File: config.mk
export PLATFORM = sky130hd
export DESIGN_NAME = sram_fifo_ctrl
export DESIGN_NICKNAME = d
export VERILOG_FILES = /design/src/rtl/sram_fifo_pkg.sv /design/src/rtl/sram_fifo_obuf.sv /design/src/rtl/sram_fifo_ctrl.sv
export SDC_FILE = /design/constraint.sdc
export NUM_CORES = 1
export LEC_CHECK = 0
export CELL_PAD_IN_SITES_DETAIL_PLACEMENT = 1
export CELL_PAD_IN_SITES_GLOBAL_PLACEMENT = 2
export CORE_ASPECT_RATIO = 1.2
export CORE_MARGIN = 5
export CORE_UTILIZATION = 27
export DETAILED_ROUTE_END_ITERATION = 16
export PLACE_DENSITY_LB_ADDON = 0.1
export SYNTH_ARGS = -nofsm -noshare
export SYNTH_HDL_FRONTEND = slang
export SYNTH_SLANG_ARGS = --single-unit
File: constraint.sdc
create_clock -name clk_i -period 3.5 [get_ports clk_i]
set_input_delay 0.875 -clock clk_i [delete_from_list [all_inputs] [get_ports clk_i]]
set_output_delay 0.875 -clock clk_i [all_outputs]
set_load 0.02 [all_outputs]
File: src/rtl/sram_fifo_pkg.sv
// Shared constants and types for the SRAM-backed FIFO controller.
package sram_fifo_pkg;

    localparam int WIDTH_DEF = 8;
    localparam int DEPTH_DEF = 8;
    localparam int OB_DEPTH  = 2;

    typedef logic [$clog2(OB_DEPTH+1)-1:0] ob_cnt_t;

endpackage

File: src/rtl/sram_fifo_obuf.sv
// Two-entry show-ahead output buffer fed by SRAM read data; head entry is r_head.
module sram_fifo_obuf
    import sram_fifo_pkg::*;
#(
    parameter int WIDTH = WIDTH_DEF
) (
    input  logic             clk_i,
    input  logic             rst_ni,
    input  logic             i_load,
    input  logic             i_pop,
    input  logic [WIDTH-1:0] i_data,
    output logic [WIDTH-1:0] o_data,
    output ob_cnt_t          o_count
);

    logic [WIDTH-1:0] r_head;
    logic [WIDTH-1:0] r_tail;
    ob_cnt_t          r_count;

    // NOTE: both entries are plain registers, so they are reset; out_data must read 0 after reset.
    always_ff @(posedge clk_i or negedge rst_ni) begin
        if (!rst_ni) begin
            r_head  <= '0;
            r_tail  <= '0;
            r_count <= '0;
        end else begin
            case ({i_load, i_pop})
                2'b10: begin
                    if (r_count == '0) r_head <= i_data;
                    else               r_tail <= i_data;
                    r_count <= r_count + ob_cnt_t'(1);
                end
                2'b01: begin
                    r_head  <= r_tail;
                    r_count <= r_count - ob_cnt_t'(1);
                end
                2'b11: begin
                    if (r_count == ob_cnt_t'(1)) begin
                        r_head <= i_data;
                    end else begin
                        r_head <= r_tail;
                        r_tail <= i_data;
                    end
                end
                default: ;
            endcase
        end
    end

    assign o_data  = r_head;
    assign o_count = r_count;

endmodule

File: src/rtl/sram_fifo_ctrl.sv
// FIFO controller around a 1-cycle-latency SRAM with a 2-word show-ahead buffer.
// Define SRAM_FIFO_CTRL_LEVEL_EN to add the registered occupancy output level_o.
module sram_fifo_ctrl
    import sram_fifo_pkg::*;
#(
    parameter int WIDTH  = WIDTH_DEF,
    parameter int DEPTH  = DEPTH_DEF,
    parameter int ADDR_W = $clog2(DEPTH)
) (
    input  logic              clk_i,
    input  logic              rst_ni,
    input  logic              in_valid_i,
    output logic              in_ready_o,
    input  logic [WIDTH-1:0]  in_data_i,
    output logic              out_valid_o,
    input  logic              out_ready_i,
    output logic [WIDTH-1:0]  out_data_o,
    output logic              sram_wen_o,
    output logic [ADDR_W-1:0] sram_waddr_o,
    output logic [WIDTH-1:0]  sram_wdata_o,
    output logic              sram_ren_o,
    output logic [ADDR_W-1:0] sram_raddr_o,
    input  logic [WIDTH-1:0]  sram_rdata_i
`ifdef SRAM_FIFO_CTRL_LEVEL_EN
    ,
    output logic [ADDR_W+1:0] level_o
`endif
);

    localparam logic [ADDR_W:0] DEPTH_C = (ADDR_W+1)'(DEPTH);

    logic [ADDR_W-1:0] r_wr_ptr;
    logic [ADDR_W-1:0] r_rd_ptr;
    logic [ADDR_W:0]   r_sram_cnt;
    logic              r_rd_inflight;

    logic [ADDR_W:0]   w_sram_cnt_nxt;
    ob_cnt_t           w_ob_cnt;
    logic [2:0]        w_ob_pending;
    logic              w_push;
    logic              w_pop;
    logic              w_ren;

    // Writes are gated by rst_ni so nothing reaches the SRAM while in_ready is forced high in reset.
    assign in_ready_o  = r_sram_cnt < DEPTH_C;
    assign w_push      = in_valid_i && in_ready_o && rst_ni;
    assign out_valid_o = w_ob_cnt != '0;
    assign w_pop       = out_valid_o && out_ready_i;

    // Words the buffer will hold next cycle; a new read is allowed only if it still fits.
    assign w_ob_pending = 3'(w_ob_cnt) + 3'(r_rd_inflight) - 3'(w_pop);
    assign w_ren        = (r_sram_cnt != '0) && (w_ob_pending < 3'd2);

    assign sram_wen_o   = w_push;
    assign sram_waddr_o = r_wr_ptr;
    assign sram_wdata_o = in_data_i;
    assign sram_ren_o   = w_ren;
    assign sram_raddr_o = r_rd_ptr;

    // NOTE: default assigned first so no path through this block can infer a latch.
    always_comb begin
        w_sram_cnt_nxt = r_sram_cnt;
        if (w_push && !w_ren)      w_sram_cnt_nxt = r_sram_cnt + (ADDR_W+1)'(1);
        else if (!w_push && w_ren) w_sram_cnt_nxt = r_sram_cnt - (ADDR_W+1)'(1);
    end

    // NOTE: sequential state uses non-blocking assignments so every register samples pre-edge values.
    always_ff @(posedge clk_i or negedge rst_ni) begin
        if (!rst_ni) begin
            r_wr_ptr      <= '0;
            r_rd_ptr      <= '0;
            r_sram_cnt    <= '0;
            r_rd_inflight <= 1'b0;
        end else begin
            if (w_push) r_wr_ptr <= r_wr_ptr + ADDR_W'(1);
            if (w_ren)  r_rd_ptr <= r_rd_ptr + ADDR_W'(1);
            r_sram_cnt    <= w_sram_cnt_nxt;
            r_rd_inflight <= w_ren;
        end
    end

    sram_fifo_obuf #(
        .WIDTH (WIDTH)
    ) u_obuf (
        .clk_i   (clk_i),
        .rst_ni  (rst_ni),
        .i_load  (r_rd_inflight),
        .i_pop   (w_pop),
        .i_data  (sram_rdata_i),
        .o_data  (out_data_o),
        .o_count (w_ob_cnt)
    );

`ifdef SRAM_FIFO_CTRL_LEVEL_EN
    logic [ADDR_W+1:0] r_level;

    // Built from next-state terms so level_o always equals the current stored total.
    always_ff @(posedge clk_i or negedge rst_ni) begin
        if (!rst_ni) begin
            r_level <= '0;
        end else begin
            r_level <= (ADDR_W+2)'(w_sram_cnt_nxt) + (ADDR_W+2)'(w_ren)
                     + (ADDR_W+2)'(w_ob_pending);
        end
    end

    assign level_o = r_level;
`endif

endmodule

==> results of run 1 <==
[layout by cell type, fill, tap and decap left out, drive strengths merged, types with 6 or more instances in the layout]
master,instances
ha,9
clkdlybuf4s50,27
and2,8
mux2,11
buf,16
clkbuf,6
dfrtp,29
a221o,8
inv,9
[per-layer routing]
layer	global-route usage, %	vias to the layer above	share of wire (%)	wire length (um)
met4	3.66	0	1.7	62
met1	12.3	557	42	1570
met2	19.4	26	51	1900
met3	3.91	9	5.6	211
met5	0	-	0	0
li1	-	538	-	-
[power by group]
| part | internal, mW | switching [mW] |
|---|---|---|
| clock network | 0.137 | 0.135 |
| registers | 0.517 | 0.128 |
| logic | 0.828 | 0.715 |
[how the worst max path moves through the flow]
stage	slack (ns)	startpoint	endpoint	cells after the start
floorplan	0.005	u_obuf.o_count[1]$_DFFE_PN0P_	r_sram_cnt[3]$_DFFE_PN0P_	15
global placement	-0.47	out_ready_i	sram_ren_o	8
detailed placement	-0.52	out_ready_i	sram_ren_o	8
CTS	0.05	out_ready_i	r_sram_cnt[3]$_DFFE_PN0P_	14
global route	0.06	u_obuf.o_count[0]$_DFFE_PN0P_	r_sram_cnt[3]$_DFFE_PN0P_	17
finish	0.26	out_ready_i	r_sram_cnt[3]$_DFFE_PN0P_	15
[repair_timing]
| action | CTS | global route |
|---|---|---|
| endpoints found under the setup margin | 3 | 2 |
| gates cloned | 0 | 0 |
| resized for setup | 4 | 4 |
| pin swaps | 0 | 1 |
[logic make-up (layout without fill, tap and decap cells)]
family	Yosys count	after routing	share of synthesized area, %
flip-flops	29	29	45.0
AND/OR/NAND/NOR	28	28	11.4
AO/OA/AOI/OAI	21	21	13.4
buffers and inverters	20	62	6.74
multiplexers	13	13	9.15
adder cells (fa/ha/maj)	11	11	9.46
XOR/XNOR	9	9	4.88
[worst max-delay path, delay by kind of cell]
family,cells,cell delay (ns)
and+or+nand+nor,4,0.86
AOI/OAI and AO/OA,3,0.29
buffers and inverters,4,0.43
adders and majority gates,3,0.76
xor gates and xnor gates,1,0.18
[flip-flops by register name, indices dropped and copies added (netlist names)]
signal and cells:
sram_raddr_o 3, r_sram_cnt 4, u_obuf.r_tail 8, sram_waddr_o 3, u_obuf.o_data 8, r_rd_inflight 1, u_obuf.o_count 2
[stage by stage]
step	setup TNS, ns	worst slack [ns]
after floorplan	0	0.00519
after global placement	-1.34	-0.469
after detailed placement	-1.65	-0.525
after CTS	0	0.0512
after global routing	0	0.0562
final	0	0.259
[area by class of cell]
cell class | instances | area (um^2)
tap | 80 | 100
sequential | 29 | 726
inverter | 9 | 36.3
clock buffer | 5 | 68.8
clock inverter | 3 | 17.5
timing repair buffer | 45 | 407
multi-input combinational | 82 | 855
fill | 626 | 3530
==> results.txt, run 1 <==
----------------------------------------------------
[Worst hold path]
  Hold wc startpoint ... sram_waddr_o[2]$_DFFE_PN0P_
  Hold Crit Depth ... 1
  Path class of the lowest-slack min-delay path ... reg -> reg
  Hold Path Sink ... sram_waddr_o[2]$_DFFE_PN0P_

[Yosys]
  Library cell with the highest instance count after synthesis ... sky130_fd_sc_hd__dfrtp_1
  Synth top area cells ... sky130_fd_sc_hd__dfrtp_1 45%, sky130_fd_sc_hd__mux2_2 7.7%, sky130_fd_sc_hd__ha_1 7.0%
  Post-synthesis register bit count ... 29
  Total standard cell area after synthesis ... roughly 0.0016 mm^2
  Post-Syn Nets ... 162
  Top cells by count, synth ... 29 x sky130_fd_sc_hd__dfrtp_1, 11 x sky130_fd_sc_hd__mux2_2, 9 x sky130_fd_sc_hd__buf_4, 9 x sky130_fd_sc_hd__ha_1, 9 x sky130_fd_sc_hd__inv_1
  Post-synth ARST share ... 100%
  Number of synthesized flops with an enable pin ... 0
  Area share of the leading cell type in the synthesized netlist ... 45.0%
  Cells after Synth ... 131
  Cell taking the most area after synthesis ... sky130_fd_sc_hd__dfrtp_1
  Avg Inst Size Synth ... roughly 12 um^2
  Number of warning messages in the yosys log ... 0
  Main flop type after synthesis ... sky130_fd_sc_hd__dfrtp_1
  Yosys cell types ... 33
  Part of the Yosys area used for sequential elements ... 45.0%

[Layout]
  Area growth from synthesis to layout ... 36.9%
  Number of standard cells in the layout, taps in and fillers out ... 253
  Layout cell share with drive strength beyond 1 ... 35.3%
  Fin area ... 0.00221 mm^2
  N_diodes ... 0
  Count of nets after finishing ... 203
  Final standard cell utilization of the core ... 38.5%

[Route]
  Count of TritonRoute iterations in the first routing pass ... 2
  DR iter-0 viols ... 26
  DRC errors left ... 0
  Detailed-route via count ... 1130
  Antenna-violating nets left ... 0
  Via-to-Cell Ratio ... roughly 4.5
  Routed WL ... 3.75 mm
  Average wire per cell in the routed design ... 14.8 um

[Timing]
  Final cycle utilization of the critical path ... 92.6%
  Total count of max-transition violations in the final report ... 0
  RSZ-0062 raised after global routing ... false
  Fin Clk Skew ... 0.00537 ns
  Worst slew margin relative to its limit ... 50.3%
  Number of hold violations in the final report ... 0
  Fmax ... just over 0.3 GHz
  Total setup violations reported at the end of the flow ... 0
  Transition time of the tightest slew-check pin ... 0.739 ns
  Fin Hold WS ... 0.475 ns
  Shortest clock period the worst path allows after layout ... 3.24 ns

[Pwr]
  Leakage power ... 0.909 nW
  Areal power density over the cells ... 1110 mW/mm^2
  Overall power consumption ... 2.46 mW
  Worst-case vdd ir drop ... 0.585 mV

[CTS]
  Hold buffer count at CTS ... 0
  Maximum level of the CTS H-tree ... 2
  Clk sinks ... 29
  Clk buf depth ... 2
  Clock root cell ... sky130_fd_sc_hd__clkbuf_8
  Clock input transition at the sequential cells of the worst setup and hold paths ... 0.07 ns
  Clock Latency Late Sink ... 0.28 ns
  Number of buffers created by CTS ... 5
  Post-CTS Setup Bufs ... 0
  Clock tree from TritonCTS ... done

[Setup path]
  Endpoint required time on the critical path ... 3.66 ns
  Slowest library cell on the worst path ... sky130_fd_sc_hd__or4_1
  Worst endpoint data arrival time ... 3.40 ns
  Maximum single-stage delay on the critical path ... 0.51 ns
  Critical path peak fanout ... 4
  Reg-to-reg critical path endpoint ... r_sram_cnt[3]$_DFFE_PN0P_
  Worst flop-to-flop path startpoint ... u_obuf.o_count[0]$_DFFE_PN0P_
  R2R cell count ... 16
  Class of the most critical setup path ... in -> reg
  Worst setup SP type ... input port
  Crit path capture type ... flop
  CP Cell Sequence ... clkbuf_2 > nand2b_4 > nor2_4 > o21ai_2 > fa_2 > xor2_4 > nor3b_4 > buf_4 > inv_1 > ha_4 > inv_4 > ha_4 > or4_1 > o211ai_1 > o211ai_1
  Reg-to-reg slack, setup ... between 0.2 and 0.3 ns

[Global routing]
  Largest net degree at the start of global routing ... 30
  Wire length of the first global-routing pass ... 6.34 mm
  Initial antenna violation count ... 0
  Overall overflow remaining after global route ... 0
  Overall track demand over capacity in global routing ... 11.0%
  Vias in the first global route ... ~1300

[Placed design]
  Placed wire-length estimate after detailed placement ... between 2 and 3 mm
  Count of input and output buffers ... 29
  Number of instances in the placed design ... 245
  Gpl congestion ... 0.737
  Instance area at placement ... 0.00211 mm^2

[Floorplanning]
  Core Region ... around 0.0057 mm^2
  Die Span X ... roughly 81 um
  Vert. Die Dim ... 94.7 um
  Core Rows ... 30
  Die footprint ... 0.00763 mm^2
  Top-Level Pins ... 46
  Initial cell density of the core ... approximately 28%

[Job]
  Count of maximum capacitance violations ... 0

[Outcome]
  Outcome ... complete, no violations

----------------------------------------------------
No activity file was read; power rests on OpenSTA's default activity.
==> inputs of run 2 (changes only) <==
- CORE_UTILIZATION: 27 -> 28
- CTS_BUF_LIST: not set -> sky130_fd_sc_hd__clkbuf_2
- CTS_CLUSTER_DIAMETER: not set -> 80
==> run 2 against run 1 <==
Net effect: count of clock-buffer cells in the layout grew 1; utilization shrank 0.23 points; worst hold slack gained 0.0091 ns; combinational power is essentially flat; wire length grew 2.5%; flip-flop and latch count is the same; global-route usage grew 0.59 points; non-clock buffer count is the same; die area shrank 3.2%; sequential share of layout area grew 0.86 points; critical endpoint unchanged; highest routed layer unchanged.
==> results.txt, run 2 (synthesis gave the netlist of run 1 again) <==
----------------------------------------------------
[Outcome]
  Outcome ... complete, no violations

[Job]
  Count of maximum capacitance violations ... 0 (unchanged)

[CTS]
  Post-CTS Setup Bufs ... 0 (unchanged)
  Clk buf depth ... 2 (unchanged)
  Clock Latency Late Sink ... 0.36 ns (+0.08 ns)
  Clk sinks ... 29 (unchanged)
  Clock root cell ... sky130_fd_sc_hd__clkbuf_2
  Maximum level of the CTS H-tree ... 2 (unchanged)
  Number of buffers created by CTS ... 5 (unchanged)
  Clock input transition at the sequential cells of the worst setup and hold paths ... 0.17 ns (+0.10 ns)
  Clock tree from TritonCTS ... done
  Hold buffer count at CTS ... 0 (unchanged)

[Route]
  Via-to-Cell Ratio ... 4.93 (+10%)
  DRC errors left ... 0 (unchanged)
  Detailed-route via count ... 1169 (+3.5%)
  Routed WL ... 3.84 mm (+2.5%)
  DR iter-0 viols ... 27 (+3.8%)
  Average wire per cell in the routed design ... 16.2 um (+9.4%)
  Count of TritonRoute iterations in the first routing pass ... 3 (+1)
  Antenna-violating nets left ... 0 (unchanged)

[Global routing]
  Overall track demand over capacity in global routing ... 11.6% (+0.59 points)
  Vias in the first global route ... 1287 (+1.5%)
  Largest net degree at the start of global routing ... 30 (unchanged)
  Initial antenna violation count ... 0 (unchanged)
  Wire length of the first global-routing pass ... 6.51 mm (+2.6%)
  Overall overflow remaining after global route ... 0 (unchanged)

[Pwr]
  Worst-case vdd ir drop ... 0.446 mV (-24%)
  Areal power density over the cells ... 1130 mW/mm^2 (+1.2%)
  Leakage power ... 0.905 nW (-0.41%)
  Overall power consumption ... 2.43 mW (-1.3%)

[Placed design]
  Placed wire-length estimate after detailed placement ... 2.90 mm (+3.9%)
  Gpl congestion ... 0.748 (+1.5%)
  Count of input and output buffers ... 29 (unchanged)

[Timing]
  Shortest clock period the worst path allows after layout ... 3.33 ns (+0.0865 ns)
  Fin Hold WS ... 0.484 ns (+0.00915 ns)
  Worst slew margin relative to its limit ... 53.5% (+3.2 points)
  Fin Clk Skew ... 0.00940 ns (+0.00403 ns)
  Number of hold violations in the final report ... 0 (unchanged)
  Fmax ... 0.301 GHz (-2.6%)
  Final cycle utilization of the critical path ... 95.1% (+2.5 points)
  Transition time of the tightest slew-check pin ... 0.691 ns (-0.0481 ns)
  Total setup violations reported at the end of the flow ... 0 (unchanged)
  Total count of max-transition violations in the final report ... 0 (unchanged)
  RSZ-0062 raised after global routing ... false

[Layout]
  Layout cell share with drive strength beyond 1 ... 34.1% (-1.2 points)
  Sequential standard cell area ... 726 um^2 (unchanged)
  Number of fill cells in the layout ... 626 (unchanged)
  Most frequent standard cell in the layout excluding fill and tap cells ... sky130_fd_sc_hd__dfrtp_1
  Area of the multi-input gates ... 843 um^2 (-1.3%)
  Area growth from synthesis to layout ... 33.4%
  Count of nets after finishing ... 203 (unchanged)
  N_diodes ... 0 (unchanged)
  Most used cells in the layout excluding fill and tap cells ... 29 x sky130_fd_sc_hd__dfrtp_1, 27 x sky130_fd_sc_hd__clkdlybuf4s50_1, 16 x sky130_fd_sc_hd__buf_4, 11 x sky130_fd_sc_hd__mux2_2

[Setup path]
  Worst setup SP type ... input port
  Endpoint required time on the critical path ... 3.79 ns (+0.13 ns)
  Worst endpoint data arrival time ... 3.62 ns (+0.22 ns)
  Critical path peak fanout ... 4 (unchanged)
  Class of the most critical setup path ... in -> reg
  Crit path capture type ... flop

[Worst hold path]
  Path class of the lowest-slack min-delay path ... reg -> reg

[Floorplanning]
  Top-Level Pins ... 46 (unchanged)
  Vert. Die Dim ... 93.2 um (-1.6%)
  Core Region ... 0.00563 mm^2 (-2.0%)
  Die Span X ... 79.3 um (-1.6%)
  Core Rows ... 30 (unchanged)
  Initial cell density of the core ... 28.7% (+0.56 points)
  Die footprint ... 0.00739 mm^2 (-3.2%)

----------------------------------------------------
[run 2: cell count changes in the layout (fill, tap and decap cells not counted)]
cell / before / now
sky130_fd_sc_hd__clkinv_2: 2 / 0
sky130_fd_sc_hd__xor2_4: 1 / 0
sky130_fd_sc_hd__bufinv_16: 0 / 1
sky130_fd_sc_hd__clkbuf_2: 1 / 6
sky130_fd_sc_hd__xor2_2: 0 / 1
sky130_fd_sc_hd__clkinv_1: 0 / 1
sky130_fd_sc_hd__dlygate4sd2_1: 0 / 1
sky130_fd_sc_hd__clkdlybuf4s15_2: 1 / 0
sky130_fd_sc_hd__buf_2: 0 / 1
sky130_fd_sc_hd__clkbuf_8: 5 / 0
sky130_fd_sc_hd__clkinvlp_4: 1 / 0
[run 2: worst paths after layout]
kind	slack, ns	endpoint	from	depth (start not counted)
max reg2reg	0.26	r_sram_cnt[3]$_DFFE_PN0P_	u_obuf.o_count[0]$_DFFE_PN0P_	17
min in group asynchronous	1.00	u_obuf.r_tail[5]$_DFFE_PN0P_	rst_ni	2
min reg2reg	0.48	sram_raddr_o[2]$_DFFE_PN0P_	sram_raddr_o[2]$_DFFE_PN0P_	1
min	0.48	sram_raddr_o[2]$_DFFE_PN0P_	sram_raddr_o[2]$_DFFE_PN0P_	1
max	0.17	r_sram_cnt[3]$_DFFE_PN0P_	out_ready_i	15
max in group asynchronous	2.21	r_sram_cnt[0]$_DFFE_PN0P_	rst_ni	2
[run 2: per-stage QoR]
| stage | setup TNS, ns | util (%) | setup slack (ns) | area, um^2 | cells |
|---|---|---|---|---|---|
| floorplan | 0 | - | 0.00519 | 1680 | 131 |
| global placement | -1.35 | 37.2 | -0.475 | 2090 | 229 |
| detailed placement | -1.61 | 37.2 | -0.514 | 2090 | 229 |
| CTS | 0 | 38.3 | 0.0777 | 2160 | 237 |
| global route | 0 | 38.2 | 0.00729 | 2150 | 237 |
| finish | 0 | 38.2 | 0.173 | 2150 | 237 |
[run 2: where the power goes]
part	internal (mW)	switching, mW
registers	0.514	0.129
logic	0.825	0.708
clock network	0.122	0.128
total	1.46	0.965
[run 2: area by class of cell]
cell class	count	area share (%)
flip-flops and latches	29	33.7
clock buffers	6	1.39
inverters	9	1.69
repair buffers	45	18.8
well taps	64	3.72
multi-input cells	82	39.2
clock inverters	2	1.57
[run 2: metal layers]
metal / up-vias / routed length [um] / part of all wire [%] / GRT usage (%)
li1: 542 / - / - / -
met2: 28 / 1980 / 52 / 19.8
met3: 6 / 182 / 4.7 / 3.76
met1: 593 / 1600 / 42 / 13.3
met5: - / 0 / 0 / 0
met4: 0 / 70 / 1.8 / 4.87
[run 2: worst max-delay path, cell delays in order]
cell                            delay (ns)
sky130_fd_sc_hd__dlygate4sd2_1        0.29
sky130_fd_sc_hd__a21oi_1              0.21
sky130_fd_sc_hd__o21ai_2              0.08
sky130_fd_sc_hd__fa_2                 0.39
sky130_fd_sc_hd__xor2_2               0.23
sky130_fd_sc_hd__nor3b_4              0.07
sky130_fd_sc_hd__buf_4                0.18
sky130_fd_sc_hd__inv_1                0.08
sky130_fd_sc_hd__ha_4                 0.14
sky130_fd_sc_hd__inv_4                0.04
sky130_fd_sc_hd__buf_4                0.14
sky130_fd_sc_hd__ha_1                 0.31
sky130_fd_sc_hd__nand3_1              0.11
sky130_fd_sc_hd__a2111o_1             0.38
sky130_fd_sc_hd__o211ai_1             0.09
[run 2: repair_timing]
item	in CTS	in global routing
resized for setup	4	2
pin swaps	0	0
endpoints found under the setup margin	2	2
endpoints found under the hold margin	0	0
==> inputs of run 3 (changes only) <==
- CORE_UTILIZATION: 28 -> 30
- CTS_BUF_LIST: sky130_fd_sc_hd__clkbuf_2 -> sky130_fd_sc_hd__clkbuf_4 sky130_fd_sc_hd__clkbuf_8 sky130_fd_sc_hd__clkbuf_16
- clock period: 3.5 -> 3.7 ns (I/O delays scaled with it)
==> run 3 against run 2 <==
Net effect: combinational power is 12% lower; sequential share of layout area is 0.70 points higher; sequential power is 3.9% lower; global-route usage is 0.20 points higher; power is 8.1% lower; register-to-register slack hardly changed; final cell count is 2.1% lower; critical endpoint unchanged; highest routed layer unchanged.
==> results.txt, run 3 (synthesis gave the netlist of run 1 again) <==
----------------------------------------------------
[Floorplanning]
  Die footprint ... 0.00695 mm^2 (-5.9%)
  Core Region ... 0.00526 mm^2 (-6.6%)
  Vert. Die Dim ... 90.4 um (-3.0%)
  Die Span X ... 77.0 um (-3.0%)
  Top-Level Pins ... 46 (unchanged)
  Core Rows ... 29 (-3.3%)
  Initial cell density of the core ... 30.7% (+2.0 points)

[CTS]
  Clk buf depth ... 2 (unchanged)
  Maximum level of the CTS H-tree ... 2 (unchanged)
  Clock input transition at the sequential cells of the worst setup and hold paths ... 0.06 ns (-0.11 ns)
  Clock Latency Late Sink ... 0.28 ns (-0.08 ns)
  Number of buffers created by CTS ... 5 (unchanged)
  Hold buffer count at CTS ... 0 (unchanged)
  Clock tree from TritonCTS ... done
  Clock root cell ... sky130_fd_sc_hd__clkbuf_8
  Clk sinks ... 29 (unchanged)

[Pwr]
  Leakage power ... 0.893 nW (-1.4%)
  Areal power density over the cells ... 1060 mW/mm^2 (-6.2%)
  Worst-case vdd ir drop ... 0.457 mV (+2.5%)

[Setup path]
  Crit path capture type ... flop
  Total buffers and inverters traversed by the critical path ... 4 (-1)
  Worst endpoint data arrival time ... 3.65 ns (+0.03 ns)
  CP Cell Sequence ... dlygate4sd2_1 > nand2b_2 > nor2_2 > o21ai_1 > fa_2 > xor2_2 > nor3b_4 > buf_6 > inv_1 > ha_2 > inv_2 > ha_1 > or4_1 > o211ai_1 > o211ai_1
  Maximum single-stage delay on the critical path ... 0.50 ns (+0.11 ns)
  Most common cell on crit path ... sky130_fd_sc_hd__o211ai_1
  Class of the most critical setup path ... in -> reg
  Worst setup SP type ... input port
  Slowest library cell on the worst path ... sky130_fd_sc_hd__or4_1
  Endpoint required time on the critical path ... 3.85 ns (+0.06 ns)
  Critical path peak fanout ... 4 (unchanged)
  CP top delay family ... simple AND/OR/NAND/NOR gates

[Route]
  DR iter-0 viols ... 36 (+33%)
  Average wire per cell in the routed design ... 16.3 um (+0.56%)
  Antenna-violating nets left ... 0 (unchanged)
  Detailed-route via count ... 1140 (-2.5%)
  Routed WL ... 3.78 mm (-1.6%)
  Via-to-Cell Ratio ... 4.91 (-0.38%)
  DRC errors left ... 0 (unchanged)
  Count of TritonRoute iterations in the first routing pass ... 4 (+1)

[Timing]
  Transition time of the tightest slew-check pin ... 0.609 ns (-0.0820 ns)
  Fin Clk Skew ... 0.00621 ns (-0.00319 ns)
  Total setup violations reported at the end of the flow ... 0 (unchanged)
  Final cycle utilization of the critical path ... 94.4%
  Total count of max-transition violations in the final report ... 0 (unchanged)
  Number of hold violations in the final report ... 0 (unchanged)
  Worst slew margin relative to its limit ... 59.0% (+5.5 points)
  Fmax ... ~0.29 GHz
  Shortest clock period the worst path allows after layout ... 3.49 ns
  Fin Hold WS ... 0.474 ns (-0.00999 ns)
  RSZ-0062 raised after global routing ... false

[Placed design]
  Placed wire-length estimate after detailed placement ... 2.93 mm (+1.3%)
  Instance area at placement ... 0.00202 mm^2 (-3.6%)
  Count of input and output buffers ... 29 (unchanged)
  Gpl congestion ... 0.799 (+6.8%)

[Global routing]
  Largest net degree at the start of global routing ... 30 (unchanged)
  Overall track demand over capacity in global routing ... 11.8% (+0.20 points)
  Overall overflow remaining after global route ... 0 (unchanged)
  Wire length of the first global-routing pass ... 6.66 mm (+2.3%)
  Initial antenna violation count ... 0 (unchanged)
  Vias in the first global route ... 1301 (+1.1%)

[Job]
  Count of maximum capacitance violations ... 0 (unchanged)

[Layout]
  Area growth from synthesis to layout ... 30.7%
  Most frequent standard cell in the layout excluding fill and tap cells ... sky130_fd_sc_hd__dfrtp_1
  Fin area ... 0.00211 mm^2 (-2.0%)
  Count of nets after finishing ... 200 (-1.5%)
  Number of fill cells in the layout ... 574 (-8.3%)
  Most used cells in the layout excluding fill and tap cells ... 29 x sky130_fd_sc_hd__dfrtp_1, 27 x sky130_fd_sc_hd__clkdlybuf4s50_1, 12 x sky130_fd_sc_hd__buf_4, 11 x sky130_fd_sc_hd__mux2_2
  Final standard cell utilization of the core ... 40.1% (+1.9 points)
  Layout cell share with drive strength beyond 1 ... 31.2% (-2.9 points)
  N_diodes ... 0 (unchanged)

[Worst hold path]
  Path class of the lowest-slack min-delay path ... reg -> reg

[Outcome]
  Outcome ... complete, no violations

----------------------------------------------------
[run 3: cell count changes in the layout (fill, tap and decap cells not counted), sizes merged]
| cell | delta |
|---|---|
| buf | -3 |
| bufinv | -1 |
| clkinv | +1 |
[run 3: area by class of cell]
cell class	count	area (um^2)	share of cell area, %
sequential	29	726	34.4
multi-input combinational	82	801	38.0
clock inverter	2	10.0	0.474
timing repair buffer	42	385	18.3
tap	62	77.6	3.68
clock buffer	6	76.3	3.62
inverter	9	33.8	1.60
[run 3: what timing repair did]
action | in CTS | in global routing
setup endpoints to repair | 3 | 0
setup buffers | 0 | 0
gates resized for setup | 9 | 0
endpoints found under the hold margin | 0 | 0
[run 3: worst paths after layout]
kind                       depth (start not counted)                      endpoint                          start  slack (ns)
min in group asynchronous                          2  u_obuf.r_tail[1]$_DFFE_PN0P_                         rst_ni        1.13
setup reg to reg                                  16     r_sram_cnt[3]$_DFFE_PN0P_  u_obuf.o_count[0]$_DFFE_PN0P_        0.26
hold / removal                                     1   sram_waddr_o[2]$_DFFE_PN0P_    sram_waddr_o[2]$_DFFE_PN0P_        0.47
max in group asynchronous                          2   sram_raddr_o[1]$_DFFE_PN0P_                         rst_ni        2.29
setup / recovery                                  15     r_sram_cnt[3]$_DFFE_PN0P_                    out_ready_i        0.21
hold reg to reg                                    1   sram_waddr_o[2]$_DFFE_PN0P_    sram_waddr_o[2]$_DFFE_PN0P_        0.47
[run 3: power by group]
part	switching (mW)	internal [mW]	leakage, nW
sequential	0.128	0.489	0.349
combinational	0.639	0.710	0.495
clock	0.126	0.137	0.0484
total	0.893	1.34	0.893
[run 3: metal layers]
layer	up-vias	GRT usage (%)	share of wire, %
met5	-	0	0
met4	0	4.81	2.0
met3	6	3.09	3.6
met2	19	20.1	52
met1	585	14.0	42
li1	530	-	-
[run 3: per-stage QoR]
step | setup slack, ns | TNS (ns) | cells | power, mW
after floorplan | 0.00459 | 0 | 131 | 1.48
after global placement | -0.398 | -1.03 | 224 | 1.93
after detailed placement | -0.476 | -1.48 | 224 | 2.00
after CTS | 0.174 | 0 | 232 | 2.28
after global routing | 0.0274 | 0 | 232 | 2.42
final | 0.207 | 0 | 232 | 2.23
